### src/rtl/fetch_unit.sv
// Instruction fetch: pipelined word reads on RAM port A, small PC/instr buffer, redirect flush.
// Optional FETCH_BYPASS_EN macro forwards a response straight to decode when the buffer is empty.
`ifndef RISCV_ADDR_WIDTH
`define RISCV_ADDR_WIDTH 32
`endif

module fetch_unit #(
    parameter int                    ADDR_WIDTH = `RISCV_ADDR_WIDTH,
    parameter int                    FIFO_DEPTH = 2,
    parameter logic [ADDR_WIDTH-1:0] RESET_PC   = '0
) (
    input  logic                  clk,
    input  logic                  rst,
    output logic                  mem_valid_o,
    input  logic                  mem_ready_i,
    output logic [ADDR_WIDTH-1:0] mem_addr_o,
    output logic [31:0]           mem_wdata_o,
    output logic [3:0]            mem_we_o,
    input  logic [31:0]           mem_rdata_i,
    output logic                  instr_valid_o,
    input  logic                  instr_ready_i,
    output logic [31:0]           instr_o,
    output logic [ADDR_WIDTH-1:0] instr_pc_o,
    input  logic                  redirect_i,
    input  logic [ADDR_WIDTH-1:0] redirect_pc_i
);
    localparam int PW = (FIFO_DEPTH > 1) ? $clog2(FIFO_DEPTH) : 1;
    localparam int CW = PW + 1;

    typedef struct packed {
        logic [31:0]           instr;
        logic [ADDR_WIDTH-1:0] pc;
    } fetch_entry_t;

    fetch_entry_t          buf_q [FIFO_DEPTH];
    logic [PW-1:0]         rd_ptr, wr_ptr;
    logic [CW-1:0]         count;
    logic                  inflight, discard;
    logic [ADDR_WIDTH-1:0] fetch_pc, pend_pc;

    logic                  fifo_empty, resp_ok, byp_hit;
    logic                  deq, pop, push, issue;
    logic [CW:0]           credit;
    logic                  redirect_lsb_unused;

    assign redirect_lsb_unused = ^redirect_pc_i[1:0];

    assign fifo_empty = (count == '0);
    // A response counts only if it belongs to the current fetch stream.
    assign resp_ok    = mem_ready_i & inflight & ~discard & ~rst & ~redirect_i;

`ifdef FETCH_BYPASS_EN
    assign byp_hit = fifo_empty & resp_ok;
`else
    assign byp_hit = 1'b0;
`endif

    assign instr_valid_o = ~rst & (~fifo_empty | byp_hit);
    assign instr_o       = byp_hit ? mem_rdata_i : buf_q[rd_ptr].instr;
    assign instr_pc_o    = byp_hit ? pend_pc     : buf_q[rd_ptr].pc;

    assign deq  = instr_valid_o & instr_ready_i;
    assign pop  = deq & ~fifo_empty;
    assign push = resp_ok & ~(byp_hit & deq);

    // Slots already promised: buffered + in flight, minus the one leaving this cycle.
    assign credit = ({1'b0, count} + (CW+1)'(inflight)) - (CW+1)'(deq);
    assign issue  = ~rst & ~redirect_i & (credit < (CW+1)'(FIFO_DEPTH));

    assign mem_valid_o = issue;
    assign mem_addr_o  = fetch_pc;
    assign mem_wdata_o = '0;
    assign mem_we_o    = '0;

    always_ff @(posedge clk) begin
        if (rst) begin
            fetch_pc <= RESET_PC;
            pend_pc  <= '0;
            inflight <= 1'b0;
            discard  <= 1'b0;
            count    <= '0;
            rd_ptr   <= '0;
            wr_ptr   <= '0;
        end else if (redirect_i) begin
            fetch_pc <= {redirect_pc_i[ADDR_WIDTH-1:2], 2'b00};
            // Only a response still owed after this cycle needs to be dropped later.
            discard  <= inflight & ~mem_ready_i;
            inflight <= 1'b0;
            count    <= '0;
            rd_ptr   <= '0;
            wr_ptr   <= '0;
        end else begin
            inflight <= issue;
            if (issue) begin
                fetch_pc <= fetch_pc + ADDR_WIDTH'(4);
                pend_pc  <= fetch_pc;
            end
            if (mem_ready_i && discard)
                discard <= 1'b0;
            if (push)
                wr_ptr <= wr_ptr + PW'(1);
            if (pop)
                rd_ptr <= rd_ptr + PW'(1);
            count <= count + CW'(push) - CW'(pop);
        end
    end

    always_ff @(posedge clk) begin
        if (push)
            buf_q[wr_ptr] <= {mem_rdata_i, pend_pc};
    end

endmodule
### config.mk
export PLATFORM = sky130hd
export DESIGN_NAME = fetch_unit
export DESIGN_NICKNAME = d
export VERILOG_FILES = /design/src/rtl/fetch_unit.sv
export SDC_FILE = /design/constraint.sdc
export NUM_CORES = 1
export LEC_CHECK = 0
export CAP_MARGIN = 20
export CORE_MARGIN = 4
export CORE_UTILIZATION = 49
export CTS_BUF_LIST = sky130_fd_sc_hd__clkbuf_16
export CTS_CLUSTER_DIAMETER = 100
export DETAILED_ROUTE_END_ITERATION = 6
export GPL_ROUTABILITY_DRIVEN = 0
export PLACE_DENSITY = 0.8
export RECOVER_POWER = 25
export SYNTH_ARGS = -nofsm -noshare
export SYNTH_HDL_FRONTEND = slang
export SYNTH_SLANG_ARGS = --single-unit
### constraint.sdc
create_clock -name clk -period 6.4 [get_ports clk]
set_input_delay 1.92 -clock clk [delete_from_list [all_inputs] [get_ports clk]]
set_output_delay 1.92 -clock clk [all_outputs]
set_load 0.05 [all_outputs]
==> flow_summary.json <==
{
  "synth_edf_count": 124,
  "grt_use_met2": 0.317,
  "grtUsageTotal": 0.187,
  "syn_area_sq_mm": 0.00803,
  "cts.sink_count": 191,
  "ant_nets": 0,
  "dieArea_sq_mm": 0.0185,
  "die_w_um": 136,
  "diodes": 0,
  "post-route-min-period_ns": 5.81,
  "routed_wl_um": 17300,
  "vias_per_cell": 5.30,
  "area_growth_pct": 26.3,
  "root_buffer": "clkbuf_16",
  "grt.overflow.total": 0,
  "max_freq_mhz": 172,
  "status": "complete, no violations",
  "busiest_layer": "met2",
  "fin_nets": 861,
  "rsz0062_at_grt": "no",
  "finalSetupViolCount": 0,
  "initial_core_util": 0.504,
  "synth.distinct_cells": 57,
  "cp.arrival_ns": 3.89,
  "clk_pin_slew_ns": 0.07,
  "max_cap_violations": 0,
  "p_total_w": 0.00253,
  "r2r-end": "mem_addr_o[11]",
  "tightest_slew_ns": 1.00,
  "cts_resized": 0,
  "r2r_start": "count[1]",
  "cts_hold_buf": 0,
  "cts-buffers-inserted": 17,
  "drive_above_1_share": 0.148,
  "die_h_um": 136,
  "swShare": 0.248,
  "yosysSeqAreaShare": 0.631,
  "power_frac_clock": 0.354,
  "nFillCells": 1270,
  "p_int_w": 0.00190,
  "worst-r2r-setup-slack_ns": 3.21,
  "h-tree-depth": 4,
  "rows": 46,
  "fin_skew_ns": 0.00827,
  "synth-async-reset-ratio": 0,
  "p_comb_frac": 0.107,
  "fin_tns_setup_ns": 0,
  "ff2ff_path_depth": 12,
  "dr.pass1.iters": 5,
  "maxSlewViolCount": 0,
  "p_switching_w": 0.000627,
  "drt_iter0_drc": 448,
  "ios": 203,
  "seq_area_sq_mm": 0.00507,
  "cts_buffer_depth": 2,
  "port_buffers": 160,
  "clk_latency_ns": 0.42,
  "syn_avg_cell_area_sq_um": 12.7,
  "cts_tree": "yes",
  "multi_input_area_sq_mm": 0.00260,
  "fin_crit_sh": 0.908,
  "power-per-cell-area_mw_per_mm2": 249,
  "final_core_util": 0.636,
  "met3_usage": 0.0500,
  "required_ns": 4.48,
  "p_seq_frac": 0.539,
  "startpoint": "instr_ready_i",
  "worstSetupPathType": "primary input to output port",
  "grt_start_max_net_pins": 67,
  "final_hold_viol_count": 0,
  "post_cts_buffers": 0,
  "endpoint_kind": "output port",
  "routedWlPerCell_um": 17.0,
  "holdWs_ns": 0.453,
  "ir_drop_mv": 0.178,
  "yosysWarnings": 0,
  "vias": 5378,
  "core_sq_mm": 0.0159,
  "startpoint_type": "primary input",
  "first_global_vias": 5278,
  "grt_antenna_before_repair": 0,
  "relSlewSlack": 0.333,
  "drc": 0,
  "power.leakage_nw": 3.59,
  "min_path_type": "flop to flop",
  "use_met1": 0.233,
  "crit_end": "mem_valid_o",
  "synth_cells": 634,
  "yosys_register_bits": 191,
  "grt_first_pass_wirelength_um": 27000,
  "synthFlopType": "edfxtp_1",
  "cp_max_fo": 2,
  "hpwlAfterDp_um": 11400
}
==> flip-flops by register name (all words and copies together) (netlist names), named ones only <==
register and flops:
buf_q 124, mem_addr_o 30, pend_pc 30, count 2, discard 1, inflight 1
rd_ptr 1, wr_ptr 1
==> per-stage QoR <==
step	cell area, sq um	setup WS [ns]	instances
after floorplan	8180	0.0768	673
after global placement	9650	0.599	984
after CTS	10100	0.586	1015
after detailed placement	9650	0.592	984
after global routing	10100	0.498	1015
final	10100	0.588	1015
==> metal layers <==
| metal | part of all wire | vias to the layer above |
|---|---|---|
| li1 | - | 2542 |
| met1 | 0.42 | 2585 |
| met2 | 0.50 | 223 |
| met3 | 0.066 | 28 |
| met4 | 0.016 | 0 |
| met5 | 0 | - |
==> worst min-delay path by stage <==
stage / start / end / slack [ns] / cells past startpoint
2_1_floorplan: pend_pc[10] / buf_q[0][10] / 0.43 / 0
3_3_place_gp: pend_pc[9] / buf_q[1][9] / 0.43 / 0
3_5_place_dp: pend_pc[8] / buf_q[1][8] / 0.44 / 0
4_1_cts: pend_pc[17] / buf_q[1][17] / 0.46 / 0
5_1_grt: pend_pc[9] / buf_q[0][9] / 0.47 / 0
6_report: pend_pc[9] / buf_q[0][9] / 0.45 / 0
==> synthesized netlist by cell type, types with 4 or more instances <==
cell type	number	area, sq um
dfxtp_1	67	1340
clkbuf_1	18	67.6
edfxtp_1	124	3720
buf_2	6	30.0
nand3_1	13	65.1
buf_4	42	315
ha_1	4	50.1
nand4_1	8	50.1
xnor2_1	10	87.6
nand2_1	82	308
o22ai_1	5	31.3
nor2_1	18	67.6
o21ai_1	8	40.0
inv_1	9	33.8
mux2_2	62	698
a22oi_1	9	67.6
and3_1	4	25.0
a21oi_1	53	265
and2_1	7	43.8
nor3_1	14	70.1
a31oi_1	9	56.3
==> layout make-up <==
class,count,share of cell area
clock buffers,17,0.0419
clock inverters,14,0.00666
inverters,11,0.00407
multi-input cells,397,0.256
flip-flops and latches,191,0.499
well taps,216,0.0266
repair buffers,169,0.165
==> critical path, stage by stage <==
cell	delay, ns
clkdlybuf4s50_1	0.40
and2_1	0.14
ha_1	0.26
nand2b_1	0.15
fa_1	0.38
xnor2_1	0.24
nand3_2	0.13
inv_2	0.12
buf_12	0.14
==> cells in the final DEF, fill, tap and decap left out, drive strengths merged, types with 4 or more instances in the layout <==
master,Yosys,layout
clkdlybuf4s50,0,137
edfxtp,124,124
nand2,82,82
dfxtp,67,67
mux2,64,64
a21oi,53,53
conb,1,40
dlygate4sd3,0,21
nor2,19,19
clkbuf,18,17
inv,11,16
nor3,15,15
nand3,14,14
buf,56,11
o21ai,11,11
xnor2,10,10
nand4,10,10
a22oi,9,9
a31oi,9,9
and2,9,9
clkinv,0,7
o22ai,6,6
and3,5,5
and4,5,5
ha,4,4
==> power by group through the flow <==
stage / combinational [W] / clock, W / sequential [W]
after global routing: 0.000285 / 0.000966 / 0.00137
after global placement: 0.000267 / 0 / 0.00139
after CTS: 0.000273 / 0.000916 / 0.00136
after detailed placement: 0.000272 / 0 / 0.00139
after floorplan: 0.000152 / 0 / 0.00143
final: 0.000270 / 0.000895 / 0.00136
==> cell families after synthesis <==
logic type / share of synthesized area
AOI/OAI and AO/OA: 0.0746
buffers and inverters: 0.0659
muxes: 0.0935
and+or+nand+nor: 0.112
xor gates and xnor gates: 0.0142
adders and majority gates: 0.00873
DFF: 0.631
other: 0.000467
No activity file was read; power rests on OpenSTA's default activity.
